**src/rtl/cpu_pkg.sv**
```systemverilog
// Shared definitions for the multi-cycle RISC-V core's fetch front end.
//   BHW_WORD          : bus transfer-size code for a 32-bit access
//   HALT_WORD_DEFAULT : instruction word that stops prefetching
//   fetch_state_e     : prefetch FSM state encoding
package cpu_pkg;

    localparam logic [2:0]  BHW_WORD          = 3'b010;
    localparam logic [31:0] HALT_WORD_DEFAULT = 32'd255;

    typedef enum logic [1:0] {
        S_IDLE    = 2'd0,
        S_WAIT    = 2'd1,
        S_DISCARD = 2'd2,
        S_HALT    = 2'd3
    } fetch_state_e;

endpackage

```
**src/rtl/fetch_fifo.sv**
```systemverilog
// Show-ahead FIFO of {pc, instruction} pairs for the prefetch queue.
// Ports:
//   i_clk, i_rst_n : clock, asynchronous active-low reset
//   i_push         : write i_push_data at tail (ignored on flush)
//   i_push_data    : {pc[31:0], instr[31:0]}
//   i_pop          : advance head (ignored when empty or on flush)
//   i_flush        : empty the queue; wins over push and pop
//   o_rd_data      : head entry, no read latency
//   o_count        : number of valid entries
module fetch_fifo #(
    parameter int unsigned DEPTH = 4
) (
    input  logic                       i_clk,
    input  logic                       i_rst_n,
    input  logic                       i_push,
    input  logic [63:0]                i_push_data,
    input  logic                       i_pop,
    input  logic                       i_flush,
    output logic [63:0]                o_rd_data,
    output logic [$clog2(DEPTH):0]     o_count
);

    localparam int unsigned AW = $clog2(DEPTH);
    localparam int unsigned CW = AW + 1;

    logic [63:0]   mem_q [DEPTH];
    logic [AW-1:0] head_q, head_d;
    logic [AW-1:0] tail_q, tail_d;
    logic [CW-1:0] count_q, count_d;
    logic          push_eff;
    logic          pop_eff;

    // The producer guarantees a free slot before pushing, so no full check.
    assign push_eff = i_push & ~i_flush;
    assign pop_eff  = i_pop & ~i_flush & (count_q != '0);

    always_comb begin
        head_d  = head_q;
        tail_d  = tail_q;
        count_d = count_q;
        if (i_flush) begin
            head_d  = '0;
            tail_d  = '0;
            count_d = '0;
        end else begin
            if (push_eff) begin
                tail_d = tail_q + AW'(1);
            end
            if (pop_eff) begin
                head_d = head_q + AW'(1);
            end
            unique case ({push_eff, pop_eff})
                2'b10:   count_d = count_q + CW'(1);
                2'b01:   count_d = count_q - CW'(1);
                default: count_d = count_q;
            endcase
        end
    end

    always_ff @(posedge i_clk or negedge i_rst_n) begin
        if (!i_rst_n) begin
            head_q  <= '0;
            tail_q  <= '0;
            count_q <= '0;
            for (int i = 0; i < int'(DEPTH); i++) begin
                mem_q[i] <= '0;
            end
        end else begin
            head_q  <= head_d;
            tail_q  <= tail_d;
            count_q <= count_d;
            if (push_eff) begin
                mem_q[tail_q] <= i_push_data;
            end
        end
    end

    assign o_rd_data = mem_q[head_q];
    assign o_count   = count_q;

endmodule

```
**src/rtl/instr_prefetch_queue.sv**
```systemverilog
// Instruction prefetch front end: issues sequential word reads ahead of the
// core and buffers {pc, instr} pairs in a show-ahead queue. A redirect
// flushes the queue, reloads the fetch PC and drops any in-flight response.
// Ports:
//   i_clk, i_rst_n       : clock, asynchronous active-low reset
//   i_bus_grant          : arbiter allows a request this cycle
//   o_bus_DV             : one-cycle read request strobe
//   o_bus_address        : word-aligned request address
//   o_bhw, o_write_notread, o_bus_data : fixed word-read attributes
//   i_bus_data, i_bus_DV : read response
//   o_instr, o_instr_pc  : head entry of the queue
//   o_instr_valid        : queue non-empty
//   i_instr_ready        : core consumes the head entry
//   i_redirect           : flush and restart fetch at i_redirect_pc
//   o_halted             : HALT_WORD was enqueued; prefetch stopped
module instr_prefetch_queue
    import cpu_pkg::*;
#(
    parameter int unsigned DEPTH     = 4,
    parameter logic [31:0] RESET_PC  = 32'h0000_0000,
    parameter logic [31:0] HALT_WORD = HALT_WORD_DEFAULT
) (
    input  logic        i_clk,
    input  logic        i_rst_n,
    input  logic        i_bus_grant,
    output logic        o_bus_DV,
    output logic [31:0] o_bus_address,
    output logic [2:0]  o_bhw,
    output logic        o_write_notread,
    output logic [31:0] o_bus_data,
    input  logic [31:0] i_bus_data,
    input  logic        i_bus_DV,
    output logic [31:0] o_instr,
    output logic [31:0] o_instr_pc,
    output logic        o_instr_valid,
    input  logic        i_instr_ready,
    input  logic        i_redirect,
    input  logic [31:0] i_redirect_pc,
    output logic        o_halted
);

    localparam int unsigned CW = $clog2(DEPTH) + 1;
    localparam logic [CW-1:0] DEPTH_C = CW'(DEPTH);

    fetch_state_e  state_q, state_d;
    logic [31:0]   fetch_pc_q, fetch_pc_d;
    logic          push;
    logic          flush;
    logic          pop;
    logic [63:0]   head_entry;
    logic [CW-1:0] count;

    always_comb begin
        state_d    = state_q;
        fetch_pc_d = fetch_pc_q;
        o_bus_DV   = 1'b0;
        push       = 1'b0;
        flush      = 1'b0;

        unique case (state_q)
            S_IDLE: begin
                if (i_bus_grant && !i_redirect && (count < DEPTH_C)) begin
                    o_bus_DV = 1'b1;
                    state_d  = S_WAIT;
                end
            end
            S_WAIT: begin
                if (i_bus_DV) begin
                    push       = 1'b1;
                    fetch_pc_d = fetch_pc_q + 32'd4;
                    state_d    = (i_bus_data == HALT_WORD) ? S_HALT : S_IDLE;
                end
            end
            S_DISCARD: begin
                if (i_bus_DV) begin
                    state_d = S_IDLE;
                end
            end
            S_HALT: begin
                state_d = S_HALT;
            end
            default: state_d = S_IDLE;
        endcase

        // Redirect overrides everything above, including a same-cycle push.
        if (i_redirect) begin
            flush      = 1'b1;
            push       = 1'b0;
            fetch_pc_d = i_redirect_pc & ~32'h3;
            unique case (state_q)
                // A request is still outstanding unless its data lands now.
                S_WAIT:    state_d = i_bus_DV ? S_IDLE : S_DISCARD;
                S_DISCARD: state_d = S_DISCARD;
                default:   state_d = S_IDLE;
            endcase
        end
    end

    always_ff @(posedge i_clk or negedge i_rst_n) begin
        if (!i_rst_n) begin
            state_q    <= S_IDLE;
            fetch_pc_q <= RESET_PC;
        end else begin
            state_q    <= state_d;
            fetch_pc_q <= fetch_pc_d;
        end
    end

    assign pop = i_instr_ready & o_instr_valid;

    fetch_fifo #(
        .DEPTH (DEPTH)
    ) u_fetch_fifo (
        .i_clk       (i_clk),
        .i_rst_n     (i_rst_n),
        .i_push      (push),
        .i_push_data ({fetch_pc_q, i_bus_data}),
        .i_pop       (pop),
        .i_flush     (flush),
        .o_rd_data   (head_entry),
        .o_count     (count)
    );

    assign o_bus_address   = fetch_pc_q;
    assign o_bhw           = BHW_WORD;
    assign o_write_notread = 1'b0;
    assign o_bus_data      = 32'd0;
    assign o_instr         = head_entry[31:0];
    assign o_instr_pc      = head_entry[63:32];
    assign o_instr_valid   = (count != '0);
    assign o_halted        = (state_q == S_HALT);

endmodule

```
**config.mk**
```make
export PLATFORM = sky130hd
export DESIGN_NAME = instr_prefetch_queue
export DESIGN_NICKNAME = d
export VERILOG_FILES = /design/src/rtl/cpu_pkg.sv /design/src/rtl/fetch_fifo.sv /design/src/rtl/instr_prefetch_queue.sv
export SDC_FILE = /design/constraint.sdc
export NUM_CORES = 1
export LEC_CHECK = 0
export BUFFER_PORTS_ARGS = -buffer_cell sky130_fd_sc_hd__buf_2
export CORE_AREA = 3 3 175 177
export CTS_CLUSTER_DIAMETER = 80
export DETAILED_ROUTE_END_ITERATION = 6
export DIE_AREA = 0 0 178 180
export PLACE_DENSITY = 0.69
export SETUP_SLACK_MARGIN = 0.1
export SKIP_CTS_REPAIR_TIMING = 1
export SLEW_MARGIN = 0
export SYNTH_ARGS = -nofsm -noshare
export SYNTH_HDL_FRONTEND = slang
export SYNTH_SLANG_ARGS = --single-unit
export TNS_END_PERCENT = 50
```
**constraint.sdc**
```tcl
create_clock -name i_clk -period 2.1 [get_ports i_clk]
set_input_delay 0.105 -clock i_clk [delete_from_list [all_inputs] [get_ports i_clk]]
set_output_delay 0.105 -clock i_clk [all_outputs]
set_load 0.05 [all_outputs]
```
## Word-level counts from Yosys, hierarchy flattened

Cells that the tools add are included.

| storage, ports and cells | value |
|---|---|
| register bits | 297 |
| bits of input ports | 70 |
| output and inout bits | 135 |
| logic and storage cells | 76 |

| operators by class | value |
|---|---|
| add/sub/neg operators | 5 |
| magnitude comparators | 4 |
| equality and inequality tests | 9 |
| multiplexer cells | 29 |
| bitwise operators | 7 |
| reduce and logical (&&, ||, !) cells | 13 |

Operator list:

| kind | count |
|---|---|
| bitwise mux 256 bit | 1 |
| 2-to-1 mux 64 bit | 3 |
| binary-select mux 64 bit (select 2 bit) | 1 |
| demux 64 bit (select 2 bit) | 1 |
| 2-to-1 mux 32 bit | 3 |
| adder 32 x 3 -> 32 bit, second input constant | 1 |
| equality test 32 x 8 -> 1 bit, second input constant | 1 |
| 2-to-1 mux 2 bit | 10 |
| != test 3 bit, second input constant | 3 |
| one-hot mux 2 bit (4 select lines) | 1 |
| nonzero test 2 bit | 4 |
| equality test 2 bit, second input constant | 3 |
| >= comparator 3 bit, second input constant | 2 |
| 2-to-1 mux 1 bit | 6 |
| NOT 2 -> 3 bit | 2 |
| one-hot mux 3 bit (2 select lines) | 1 |
| nonzero test 3 bit | 2 |
| adder 2 x 1 -> 2 bit, second input constant | 2 |
| bitwise AND 1 bit | 4 |
| equality test 2 x 1 -> 1 bit, second input constant | 2 |
| one-hot mux 2 bit (2 select lines) | 1 |
| adder 3 x 1 -> 3 bit, second input constant | 1 |
| logical AND 1 bit | 3 |
| less-than comparator 3 x 1 -> 1 bit, second input constant | 1 |
| 8 further kinds | 8 |

## Longest topological paths before layout

Gate-level depths: netlist of run 1.

| depth | value |
|---|---|
| depth after elaboration | 7 |
| gate-level depth with buffers | 9 |

## Modules after synthesis

From an unflattened synthesis of run 1, not the netlist that was laid out.

| unflattened totals | value |
|---|---|
| cell total of the unflattened synthesis | 944 |
| area, all modules | 15104.5 um^2 |

Modules (own cells, without submodules):

| module | instances | cells each | area each (um^2) | seq. area each (um^2) |
|---|---|---|---|---|
| fetch_fifo | 1 | 668 | 12758.5 | 6581.3 |
| instr_prefetch_queue | 1 | 276 | 2346.0 | 800.8 |

## Worst setup path before layout of run 1

Ideal clock, no wire load.

| timing | value |
|---|---|
| kind | flip-flop to flip-flop |
| from | register state_q[1] |
| to | register u_fetch_fifo.count_q[2], in the netlist u_fetch_fifo.o_count[2] |
| library setup time | 78 ps |
| arrival | 2185 ps |
| required time | 2022 ps |
| setup slack | -163 ps |
| cell stages (with the launch flop) | 10 |
| buffers on the path | 1 |
| period minus slack after synthesis | 2263 ps |
| cells stage by stage | dfrtp_1 > inv_1 > ha_1 > buf_2 > nand2_2 > nor3b_1 > fa_1 > or3b_2 > a21o_1 > a21oi_1 |

| on the way | value |
|---|---|
| longest elaborated chain between the ends | 7 |

Ends and longest elaborated chain:

| element | line | RTL |
|---|---|---|
| start, declared | instr_prefetch_queue.sv:45 | `fetch_state_e state_q, state_d;` |
| start signal, assigned | instr_prefetch_queue.sv:104 | `state_q <= state_d;` |
| equality test 2 x 1 -> 1 bit (*) | instr_prefetch_queue.sv:60 | `unique case (state_q)` |
| 2-to-1 mux 1 bit (*) | instr_prefetch_queue.sv:60 |  |
| 2-to-1 mux 1 bit (*) | instr_prefetch_queue.sv:86 | `if (i_redirect) begin` |
| bitwise AND 1 bit (*) | fetch_fifo.sv:34 | `assign push_eff = i_push & ~i_flush;` |
| equality test 2 x 1 -> 1 bit or equality test 2 bit (tied branches) | fetch_fifo.sv:52 | `unique case ({push_eff, pop_eff})` |
| one-hot mux 3 bit (2 select lines) | fetch_fifo.sv:52 |  |
| 2-to-1 mux 3 bit | fetch_fifo.sv:41 | `if (i_flush) begin` |
| end signal, assigned | fetch_fifo.sv:71 | `count_q <= count_d;` |
| end, declared | fetch_fifo.sv:29 | `logic [CW-1:0] count_q, count_d;` |

Mark *: on every way between the ends. The rest lies on a longest branch, timed or not.
A chain may end at the register's enable or synchronous reset.

## Worst setup path in the final report of run 1

| timing | value |
|---|---|
| from | register u_fetch_fifo.head_q[0] |
| to | output o_instr_pc[22] |

| on the way | value |
|---|---|
| longest elaborated chain between the ends | 4 |

Ends and longest elaborated chain:

| element | line | RTL |
|---|---|---|
| start, declared | fetch_fifo.sv:27 | `logic [AW-1:0] head_q, head_d;` |
| start signal, assigned | fetch_fifo.sv:62 | `head_q <= '0;` |
| start signal, assigned | fetch_fifo.sv:69 | `head_q <= head_d;` |
| NOT 2 -> 3 bit (not written as such) | fetch_fifo.sv:78 | `assign o_rd_data = mem_q[head_q];` |
| binary-select mux 64 bit (select 2 bit) | fetch_fifo.sv:78 |  |
| 2-to-1 mux 64 bit (not written as such) (2 in a row) | fetch_fifo.sv:78 |  |
| end, declared | instr_prefetch_queue.sv:34 | `output logic [31:0] o_instr_pc,` |

No other way between the ends. The select of a mux whose other input is x is not followed.

==> flow_results.org, run 1 <==
** Timing
- The worst path uses 103% of the clock period.
- Headroom to the max-slew limit came out at 58.5%.
- At the pin with the least slew margin, the transition time is 0.621 ns.
- Endpoints failing hold :: 0
- Min Tclk post-route :: 2.16 ns
- Worst clock skew on the final layout :: 0.00888 ns
- Setup repair after global routing missed its margin :: true
- Final Worst Setup Slack :: -0.0612 ns
- Setup violations remaining at the end of the flow were counted as 56.
- For this run, the top clock speed supported by timing is 463 MHz.
- Max-slew violation count :: 0

** Yosys
- The share of the Yosys chip area taken by registers is 53.6%.
- Avg Inst Size Synth :: 14.5 um2
- Number of warnings reported in the yosys synthesis log :: 0
- Synthesized netlist cell count :: 923
- Fraction of registers with async set/reset :: 100%
- Counting flops with a built-in enable in the synthesized netlist gives 0.
- Cell Area, Synth :: 13400 um2
- Top_reg_cell synth :: dfrtp_1
- Counting distinct cell types in the post-synthesis netlist gives 47.
- Number of synthesized register bits :: 287

** Setup path
- Largest fanout on the critical path :: 6
- Worst flop-to-flop path endpoint :: o_bus_address[29]$_DFFE_PN0P_
- Setup CP Type :: flop to primary output
- Number of cells on the worst reg-to-reg path :: 7
- At the worst endpoint, the arrival time is 2.06 ns.
- Crit. End Element :: primary output
- Data required, critical path :: 2.00 ns
- Critical register-to-register path startpoint :: state_q[1]$_DFFE_PN0P_
- The worst setup path is launched from a flop.
- Worst-case register-to-register setup slack :: 0.09 ns

** Drt
- Count of vias placed by the detailed router :: 8727
- The routed design has 33100 um of wire.
- The first detailed-routing pass ran for 4 iterations.
- The detail route stage leaves a number of antenna-violating nets equal to 0.
- For this run, design rule violations remaining after detail routing come to 0.
- In the final routed layout, each cell accounts on average for 20.9 um.
- In the routed layout, each cell is associated on average with a via count of 5.51.
- Initial DRC count :: 426

** Floorplan
- Overall die width :: 178 um
- Number of placement rows :: 63
- DIE HEIGHT :: 180 um
- After floorplanning, the core was sized to cover 29400 um2.
- For this configuration, the core starts out at a cell density of 45.5%.
- IO Pins :: 205
- The die covers 32000 um2.

** GRT
- Summed over all layers, the global routing overflow is 0.
- All-Layer GR Usage :: 19.1%
- The first global-routing pass estimated 49200 um of wire.
- Via count of the first global-routing pass :: 8809
- Entering global routing, the biggest net connects 76 pins.
- Number of antenna violations at the first check in global routing :: 1

** Clock tree
- Max Buffers Root-to-Sink :: 3
- Clk Latency, worst-skew pair :: 0.55 ns
- Count of clock tree sinks :: 287
- CTS Root Buffer Type :: clkbuf_16
- Counting the buffers created by CTS gives 31.
- TritonCTS clock tree :: yes
- After clock tree synthesis, the clock-pin slew on the worst setup and hold paths is 0.06 ns.
- Level count of the clock H-tree :: 1

** Placement
- Routability-driven placement finished with a final weighted congestion of 0.779.
- Timing analysis after detailed placement gives a worst setup slack of -0.150 ns.
- HPWL Detailed :: 19900 um
- Port Buffers :: 162
- Including well taps, the total number of placed cells is 1447.

** Pwr
- In this run the power density over the cells is 1350 nW/um2.
- Total leakage power :: 0.00805 uW
- Peak supply drop :: 0.000822 V

** Outcome
- Status :: finished with violations
- The checks that failed: setup timing.

** Cells and area
- Signed area change from the synthesized netlist to the final layout :: 27.9%
- Number of non-filler instances in the completed layout :: 1584
- Cells fill 58.2% of the core in the end.
- In the final layout, the share of cells above drive strength 1 is 51.9%.
- Net count reported at finish :: 1253

** Run
- Max-capacitance violation count :: 0

** Min path
- Path category of the worst min-delay check :: input pin to asynchronous set/reset pin
==> flip-flops by register name (all words and copies together) (netlist names) <==
| register | cells |
|---|---|
| o_bus_address | 30 |
| state_q | 2 |
| u_fetch_fifo.head_q | 2 |
| u_fetch_fifo.mem_q | 248 |
| u_fetch_fifo.o_count | 3 |
| u_fetch_fifo.tail_q | 2 |
==> cell usage in the layout (no fill, tap or decap), types with 3 or more instances in the layout <==
cell	instances
clkbuf_1	8
and2_1	3
or4_4	3
clkbuf_8	6
buf_12	18
or3_1	4
and4_4	5
nand3_1	16
nor3_1	3
dlygate4sd3_1	65
or4_1	14
buf_8	3
buf_4	31
ha_1	7
nand4_1	10
conb_1	40
nand2_4	4
buf_6	51
mux4_2	62
clkbuf_16	36
buf_2	106
clkinv_2	5
o21ai_0	15
and3_1	3
a31oi_1	16
nor4_1	3
inv_1	7
xor2_1	11
mux2_2	248
nand2_1	23
nor2_1	21
dfrtp_1	273
o211ai_1	4
xnor2_1	3
dfrtp_2	12
o31ai_1	12
==> cell type report <==
type                    instances  area, um2
inverters                       9       33.8
well taps                     390        488
clock inverters                 8       50.0
flip-flops and latches        287       7200
repair buffers                281       2570
fillers                      2295      12300
multi-input cells             563       5880
diodes                          1       2.50
clock buffers                  45        888
==> report_power, final <==
group | internal [uW] | switching, uW | total, uW
Clock | 2910 | 2160 | 5070
Sequential | 6750 | 720 | 7470
Combinational | 4490 | 6050 | 10500
==> metal layers <==
layer	GRT usage, %	wire length, um	up-vias
met2	31.0	16400	216
met5	0	0	-
li1	-	-	3863
met4	5.50	600	0
met1	26.8	14900	4605
met3	2.92	1230	43
==> metrics by stage <==
step	total power, uW	TNS, ns	area (um2)	hold WS (ns)
2_1_floorplan	14200	0	13600	-0.191
3_3_place_gp	16200	-6.21	14800	0.0553
3_5_place_dp	16400	-13.04	14800	0.0537
4_1_cts	21500	-23.53	15800	-0.531
5_1_grt	24100	-5.06	17100	0.0756
6_report	23100	-1.11	17100	0.0672
==> cell families (layout without fill, tap and decap cells) <==
logic type,Yosys count,after routing,share of synthesized area (%)
multiplexers,312,312,31.4
flip-flops,287,287,53.6
AND/OR/NAND/NOR,129,130,5.54
buffers and inverters,112,343,4.70
AO/OA/AOI/OAI,57,57,2.72
XOR/XNOR,14,14,0.916
adder cells (fa/ha/maj),10,10,0.991
other,2,41,0.0561
==> worst max-delay path, cell delays in order, from the launching register on <==
cell and delay [ns]:
dfrtp_4 0.43, buf_6 0.15, buf_6 0.17, mux4_2 0.52, buf_2 0.23
==> cell usage after synthesis (all sizes together) (2+ instances only) <==
library cell	instances	share of area, %
nor2	23	0.64
or4	17	0.95
mux4	62	10
and4	7	0.51
mux2	248	21
conb	2	0.056
and3	3	0.14
nand2	28	0.80
a31oi	16	0.75
or3b	2	0.13
nor3	3	0.11
mux2i	2	0.15
or3	4	0.19
o31ai	15	0.84
ha	9	0.84
nand4	11	0.63
clkbuf	23	0.67
o21ai	15	0.56
dfrtp	287	54
o211ai	4	0.22
a21oi	4	0.15
nor4	4	0.19
and2	3	0.14
inv	9	0.25
xor2	11	0.72
xnor2	3	0.20
nor4b	2	0.13
nand3	17	0.67
buf	80	3.8
==> worst max path at each step <==
stage	start	end	slack, ns	depth (start not counted)
after global placement	state_q[1]$_DFFE_PN0P_	u_fetch_fifo.mem_q[59]$_DFFE_PN0P_	-0.11	7
after global routing	u_fetch_fifo.head_q[0]$_DFFE_PN0P_	o_instr_pc[22]	-0.14	4
after CTS	u_fetch_fifo.head_q[0]$_DFFE_PN0P_	o_instr_pc[3]	-0.20	3
final	u_fetch_fifo.head_q[0]$_DFFE_PN0P_	o_instr_pc[22]	-0.06	4
after detailed placement	state_q[1]$_DFFE_PN0P_	u_fetch_fifo.mem_q[61]$_DFFE_PN0P_	-0.15	7
after floorplan	state_q[1]$_DFFE_PN0P_	u_fetch_fifo.o_count[2]$_DFFE_PN0P_	0.05	9
Power figures use the tool's default switching activity.
==> inputs of run 2 (changes only) <==
--- a/config.mk
+++ b/config.mk
@@ -6,10 +6,10 @@
 export NUM_CORES = 1
 export LEC_CHECK = 0
 export BUFFER_PORTS_ARGS = -buffer_cell sky130_fd_sc_hd__buf_2
-export CORE_AREA = 3 3 175 177
+export CORE_AREA = 2 2 174 176
 export CTS_CLUSTER_DIAMETER = 80
 export DETAILED_ROUTE_END_ITERATION = 6
-export DIE_AREA = 0 0 178 180
+export DIE_AREA = 0 0 176 178
 export PLACE_DENSITY = 0.69
 export SETUP_SLACK_MARGIN = 0.1
 export SKIP_CTS_REPAIR_TIMING = 1
==> constraint.sdc (replaced) <==
create_clock -name i_clk -period 1.98 [get_ports i_clk]
set_input_delay 0.099 -clock i_clk [delete_from_list [all_inputs] [get_ports i_clk]]
set_output_delay 0.099 -clock i_clk [all_outputs]
set_load 0.05 [all_outputs]
==> flow_results.org, run 2 (synthesis results as in run 1) <==
** Outcome
- Status :: finished with violations (unchanged)
- Violations in the final reports: setup timing (unchanged).

** Clock tree
- Clock buffers created by TritonCTS :: 31 (unchanged)
- TritonCTS clock tree :: yes (unchanged)
- The maximum buffer depth of the clock tree is 3 (unchanged).
- CTS Root Buffer Type :: clkbuf_16 (unchanged)
- Post-CTS clock slew at the launch and capture registers of the worst setup and hold paths :: 0.06 ns (about the same)
- The number of sinks on the clock net is 287 (unchanged).
- The clock latency of the later-clocked register in the worst-skew pair came to 0.56 ns (was 0.55 ns).
- Level count of the clock H-tree :: 1 (unchanged)

** Floorplan
- The die area is 31300 um2 (was 32000 um2).
- DIE HEIGHT :: 178 um (was 180 um)
- Overall die width :: 176 um (was 178 um)
- The initial core utilization came to 45.5% (unchanged).
- Number of placement rows :: 63 (unchanged)
- Total core area :: 29400 um2 (unchanged)
- The number of top-level pins came to 205 (unchanged).

** GRT
- The initial antenna violation count is 3 (was 1).
- Via count of the first global-routing pass :: 8612 (was 8809)
- Aggregate global routing overflow :: 0 (unchanged)
- All-Layer GR Usage :: 19.4% (was 19.1%)
- Largest net degree at the start of global routing :: 60 (was 76)
- The wire length of the first global-routing pass was 47900 um (was 49200 um).

** Drt
- Antenna Violating Nets Remaining :: 0 (unchanged)
- The detailed router's first-iteration violation count came to 440 (was 426).
- Number of detailed-route iterations in the first pass :: 4 (unchanged)
- Count of vias placed by the detailed router :: 8724 (was 8727)
- DRC errors left :: 0 (unchanged)
- Average routed wire per standard cell :: 19.3 um (was 20.9 um)
- Sum of routed wire length over all layers :: 31100 um (was 33100 um)
- The via density per instance is 5.43 (was 5.51).

** Timing
- The least setup slack across all paths after layout is -0.176 ns (was -0.0612 ns).
- Endpoints failing hold :: 0 (unchanged)
- Relative slew slack :: 55.8% (was 58.5%)
- After layout, the worst path uses 109% of the clock period.
- Max-slew violation count :: 0 (unchanged)
- Worst clock skew on the final layout :: 0.0137 ns (was 0.00888 ns)
- Peak Freq :: 464 MHz
- Transition time at the pin with the least slew margin :: 0.662 ns (was 0.621 ns)
- Final setup violation count :: 63 (was 56)
- Subtracting the final worst setup slack from the clock period gives 2.16 ns.
- Setup repair after global routing missed its margin: true (unchanged).
- Worst slack on hold paths :: 0.00137 ns (was 0.0672 ns)

** Setup path
- The worst reg2reg path endpoint is o_bus_address[22]$_DFFE_PN0P_ (was o_bus_address[29]$_DFFE_PN0P_).
- The class of the most critical setup path is flop to primary output (unchanged).
- The beginning of the critical path was u_fetch_fifo.head_q[0]$_DFFE_PN0P_ (unchanged).
- The data arrival time at the worst-slack endpoint is 2.06 ns (about the same).
- Data required, critical path :: 1.88 ns (was 2.00 ns)
- The nature of the critical path startpoint is a flop (unchanged).
- The length in cells of the worst reg-to-reg path was 7 (unchanged).
- The capturing element type of the critical path is a primary output (unchanged).
- Largest fanout on the critical path :: 4 (was 6)
- Worst-case register-to-register setup slack :: 0.03 ns (was 0.09 ns)
- Critical register-to-register path startpoint :: state_q[1]$_DFFE_PN0P_ (unchanged)

** Cells and area
- Fillcell total :: 2262 (was 2295)
- The largest register by flop count is u_fetch_fifo.mem_q (unchanged).
- Final non-filler cell area :: 17300 um2 (was 17100 um2)
- The flip-flop count of the largest register, all copies and words added came to 248 (unchanged).
- Commonest non-fill, non-tap cell in the layout :: dfrtp_1 (unchanged)
- The share of the core filled with cells was 58.9% (was 58.2%).
- The post-synthesis to final-layout area growth came to 29.3% (was 27.9%).
- Net count reported at finish :: 1270 (was 1253)
- The fraction of final layout cells with drive strength greater than 1 is 53.1% (was 51.9%).
- Number of non-filler instances in the completed layout :: 1608 (was 1584)
- Commonest cells after routing, fill and taps aside :: 266 x dfrtp_1, 248 x mux2_2, 126 x buf_2, 65 x dlygate4sd3_1, 62 x mux4_2 (was 273 x dfrtp_1, 248 x mux2_2, 106 x buf_2, 65 x dlygate4sd3_1, 62 x mux4_2)

** Run
- The number of violations of the max-capacitance limit is 0 (unchanged).

** Placement
- The placed standard-cell area came to 15100 um2 (was 14800 um2).
- The post-detailed-placement half-perimeter wirelength was 20500 um (was 19900 um).
- RePlAce Congestion :: 0.772 (was 0.779)
- Port Buffers :: 162 (unchanged)
- The post-placement cell count came to 1475 (was 1447).

** Min path
- Endpoint, Worst Hold :: u_fetch_fifo.head_q[1]$_DFFE_PN0P_
- Number of stages on the worst hold path :: 4
- The worst hold path begins at i_instr_ready.
- The path category of the worst min-delay check is input pin to flop (was input pin to asynchronous set/reset pin).

** Pwr
- Total power divided by cell area :: 1440 nW/um2 (was 1350 nW/um2)
- Peak supply drop :: 0.000777 V (was 0.000822 V)
- Post-layout power :: 24900 uW (was 23100 uW)
- Total leakage power :: 0.00817 uW (was 0.00805 uW)
run 2: changes by cell type in the layout (fill, tap and decap cells not counted), moves of 6 or more:
| cell | change |
|---|---|
| buf_12 | +6 |
| buf_2 | +20 |
| buf_4 | +14 |
| buf_6 | -15 |
| bufinv_16 | +8 |
| dfrtp_1 | -7 |
| dfrtp_2 | +7 |
run 2: cell type report:
type | count | area, um2 | area share, %
repair buffers | 299 | 2570 | 14.9
clock inverters | 19 | 317 | 1.83
flip-flops and latches | 287 | 7210 | 41.7
inverters | 9 | 33.8 | 0.195
diodes | 3 | 7.51 | 0.0434
well taps | 390 | 488 | 2.82
clock buffers | 39 | 846 | 4.89
multi-input cells | 562 | 5830 | 33.7
run 2: layer usage:
| metal | vias to the layer above | part of all wire [%] | GRT usage [%] | routed length, um |
|---|---|---|---|---|
| met5 | - | 0 | 0 | 0 |
| met4 | 0 | 2.1 | 5.06 | 650 |
| met1 | 4567 | 44 | 26.3 | 13600 |
| met3 | 50 | 3.8 | 3.05 | 1190 |
| met2 | 205 | 50 | 32.8 | 15700 |
| li1 | 3902 | - | - | - |
run 2: through the flow:
step / setup slack, ns / setup TNS [ns]
after floorplan: -0.0655 / -0.0655
after global placement: -0.219 / -32.89
after detailed placement: -0.262 / -40.04
after CTS: -0.376 / -64.30
after global routing: -0.235 / -12.44
final: -0.176 / -8.42
run 2: worst max path at each step:
stage / to / slack [ns] / depth (start not counted)
floorplan: u_fetch_fifo.o_count[2]$_DFFE_PN0P_ / -0.07 / 9
global placement: u_fetch_fifo.mem_q[93]$_DFFE_PN0P_ / -0.22 / 7
detailed placement: u_fetch_fifo.mem_q[94]$_DFFE_PN0P_ / -0.26 / 7
CTS: o_instr_pc[25] / -0.38 / 3
global route: o_instr_pc[20] / -0.24 / 4
finish: o_instr_pc[20] / -0.18 / 4
run 2: report_power, final:
group / total (uW) / switching [uW] / internal (uW)
sequential: 7870 / 713 / 7160
clock: 6470 / 2390 / 4070
combinational: 10600 / 6190 / 4380
total: 24900 / 9290 / 15600
run 2: worst max-delay path, cell delays in order (launching register included):
cell and delay, ns:
dfrtp_4 0.53, buf_4 0.16, buf_4 0.15, mux4_2 0.43, buf_2 0.23
==> inputs of run 3 (changes only) <==
--- a/config.mk
+++ b/config.mk
@@ -11,7 +11,6 @@
 export DETAILED_ROUTE_END_ITERATION = 6
 export DIE_AREA = 0 0 176 178
 export PLACE_DENSITY = 0.69
-export SETUP_SLACK_MARGIN = 0.1
 export SKIP_CTS_REPAIR_TIMING = 1
 export SLEW_MARGIN = 0
 export SYNTH_ARGS = -nofsm -noshare
==> flow_results.org, run 3 (synthesis results as in run 1) <==
** Drt
- The post-detailed-route wirelength per cell came to 20.9 um (was 19.3 um).
- Antenna Violating Nets Remaining :: 0 (unchanged)
- Number of detailed-route iterations in the first pass :: 5 (was 4)
- The overall via count from detail_route came to 8855 (was 8724).
- The via density per instance is 5.46 (was 5.43).
- DRC errors left :: 0 (unchanged)
- The wire length reported by the detailed router was 33900 um (was 31100 um).
- Initial DRC count :: 482 (was 440)

** Timing
- The pin slew with the least headroom to its limit came to 0.627 ns (was 0.662 ns).
- The worst relative slew slack was 58.1% (was 55.8%).
- The setup TNS was -9.36 ns (was -8.42 ns).
- Min Tclk post-route :: 2.19 ns (was 2.16 ns)
- Worst clock skew on the final layout :: 0.0206 ns (was 0.0137 ns)
- The number of slew-limit violations in the final report came to 0 (unchanged).
- Final period util :: 111% (was 109%)
- Final Worst Setup Slack :: -0.212 ns (was -0.176 ns)
- Final setup violation count :: 64 (was 63)
- The number of hold-slack violations in the final timing report was 0 (unchanged).
- Peak Freq :: 456 MHz (was 464 MHz)
- Setup repair after global routing missed its margin: true (unchanged).

** GRT
- The maximum number of pins on one net before global-route repair was 56 (was 60).
- The total global routing overflow is 0 (unchanged).
- Via count of the first global-routing pass :: 8577 (was 8612)
- All-Layer GR Usage :: 19.2% (was 19.4%)
- Global-route wire length before repair :: 47700 um (was 47900 um)
- Number of antenna violations at the first check in global routing :: 1 (was 3)

** Floorplan
- The initial core utilization is 45.5% (unchanged).
- The die area came to 31300 um2 (unchanged).
- The die boundary height is 178 um (unchanged).
- IO Pins :: 205 (unchanged)
- The die extent in x was 176 um (unchanged).
- The total number of placement rows was 63 (unchanged).
- Total core area :: 29400 um2 (unchanged)

** Setup path
- Setup CP Type :: flop to primary output (unchanged)
- Crit. End Element :: primary output (unchanged)
- The largest fanout of any net on the critical path is 7 (was 4).
- The data arrival time at the worst-slack endpoint is 2.09 ns (was 2.06 ns).
- Data required, critical path :: 1.88 ns (about the same)
- Sort of element at the start of the critical path :: flop (unchanged)

** Clock tree
- Post-CTS clock slew at the launch and capture registers of the worst setup and hold paths :: 0.06 ns (about the same)
- Clk Latency, worst-skew pair :: 0.55 ns (was 0.56 ns)
- The cell chosen for the clock root is clkbuf_16 (unchanged).
- Level count of the clock H-tree :: 1 (unchanged)
- Clock buffers created by TritonCTS :: 30 (was 31)
- The maximum buffer depth of the clock tree was 3 (unchanged).
- Count of clock tree sinks :: 287 (unchanged)
- The clock tree from TritonCTS was yes (unchanged).

** Placement
- The count of buffers inserted at the top-level ports was 162 (unchanged).
- The routability-driven placement congestion ratio was 0.758 (was 0.772).
- HPWL Detailed :: 19900 um (was 20500 um)
- Dpl cell area :: 15000 um2 (was 15100 um2)
- The pre-CTS setup slack was -0.0535 ns (was -0.262 ns).

** Cells and area
- Largest Register :: u_fetch_fifo.mem_q (unchanged)
- Final non-filler cell area :: 17600 um2 (was 17300 um2)
- Ratio of cells with drive above 1 in the final layout :: 53.0% (was 53.1%)
- The net total in the final layout is 1289 (was 1270).
- The flip-flop count of the largest register, all copies and words added is 248 (unchanged).
- Signed area change from the synthesized netlist to the final layout :: 31.3% (was 29.3%)
- Commonest cells after routing, fill and taps aside :: 273 x dfrtp_1, 248 x mux2_2, 114 x buf_2, 65 x dlygate4sd3_1, 62 x mux4_2 (was 266 x dfrtp_1, 248 x mux2_2, 126 x buf_2, 65 x dlygate4sd3_1, 62 x mux4_2)
- The share of the core filled with cells came to 59.8% (was 58.9%).
- Commonest non-fill, non-tap cell in the layout :: dfrtp_1 (unchanged)

** Outcome
- Violations in the final reports :: setup timing (unchanged)
- Status :: finished with violations (unchanged)

** Pwr
- Total leakage power :: 0.00828 uW (was 0.00817 uW)
- The total power divided by cell area is 1380 nW/um2 (was 1440 nW/um2).
- Peak supply drop :: 0.000827 V (was 0.000777 V)

** Min path
- The path category of the worst min-delay check was input pin to flop (unchanged).

** Run
- The number of violations of the max-capacitance limit was 0 (unchanged).
[run 3: cell count changes in the layout (fill, tap and decap cells not counted), sizes merged]
cell and change:
buf +9, bufinv -8, inv -3, diode -2
clkinv +2, clkinvlp -1, clkbuf +17
[run 3: worst max-delay path, stage by stage (launching register included)]
cell and delay (ns):
dfrtp_4 0.50, buf_8 0.18, clkbuf_16 0.19, mux4_2 0.51, buf_6 0.18
[run 3: final timing paths]
path                                                    start                            endpoint  slack, ns  depth (start not counted)
max                        u_fetch_fifo.head_q[0]$_DFFE_PN0P_                       o_instr_pc[4]      -0.21                          4
min reg2reg                u_fetch_fifo.mem_q[88]$_DFFE_PN0P_  u_fetch_fifo.mem_q[88]$_DFFE_PN0P_       0.50                          1
max in group asynchronous                             i_rst_n   u_fetch_fifo.mem_q[7]$_DFFE_PN0P_       1.21                          3
min                                             i_instr_ready  u_fetch_fifo.head_q[1]$_DFFE_PN0P_      0.005                          4
min in group asynchronous                             i_rst_n  u_fetch_fifo.mem_q[29]$_DFFE_PN0P_       0.05                          2
max reg2reg                            state_q[1]$_DFFE_PN0P_       o_bus_address[21]$_DFFE_PN0P_      -0.06                          8
[run 3: routing by layer]
layer  track usage, %  part of all wire, %  vias to the layer above
met5                0                    0                        -
li1                 -                    -                     3937
met2             33.4                   50                      247
met4             4.92                  2.4                        0
met1             25.8                   43                     4616
met3             2.30                  3.9                       55
[run 3: layout make-up]
cell class,instances,area (um2)
tap,390,488
timing repair buffer,319,3040
fill,2230,11800
inverter,9,33.8
clock buffer,45,878
clock inverter,9,50.0
sequential,287,7200
antenna,1,2.50
multi-input combinational,562,5890
[run 3: per-stage QoR]
stage	instances	total power, uW	hold WS, ns
after detailed placement	1469	17400	0.0425
after global routing	1622	25400	0.0390
after CTS	1523	22800	-0.535
after global placement	1469	17300	0.0436
final	1622	24300	0.00515
after floorplan	961	15100	-0.197
[run 3: power breakdown]
part           switching [uW]  internal, uW
Sequential                715          7160
Clock                    2270          3040
Combinational            6430          4700
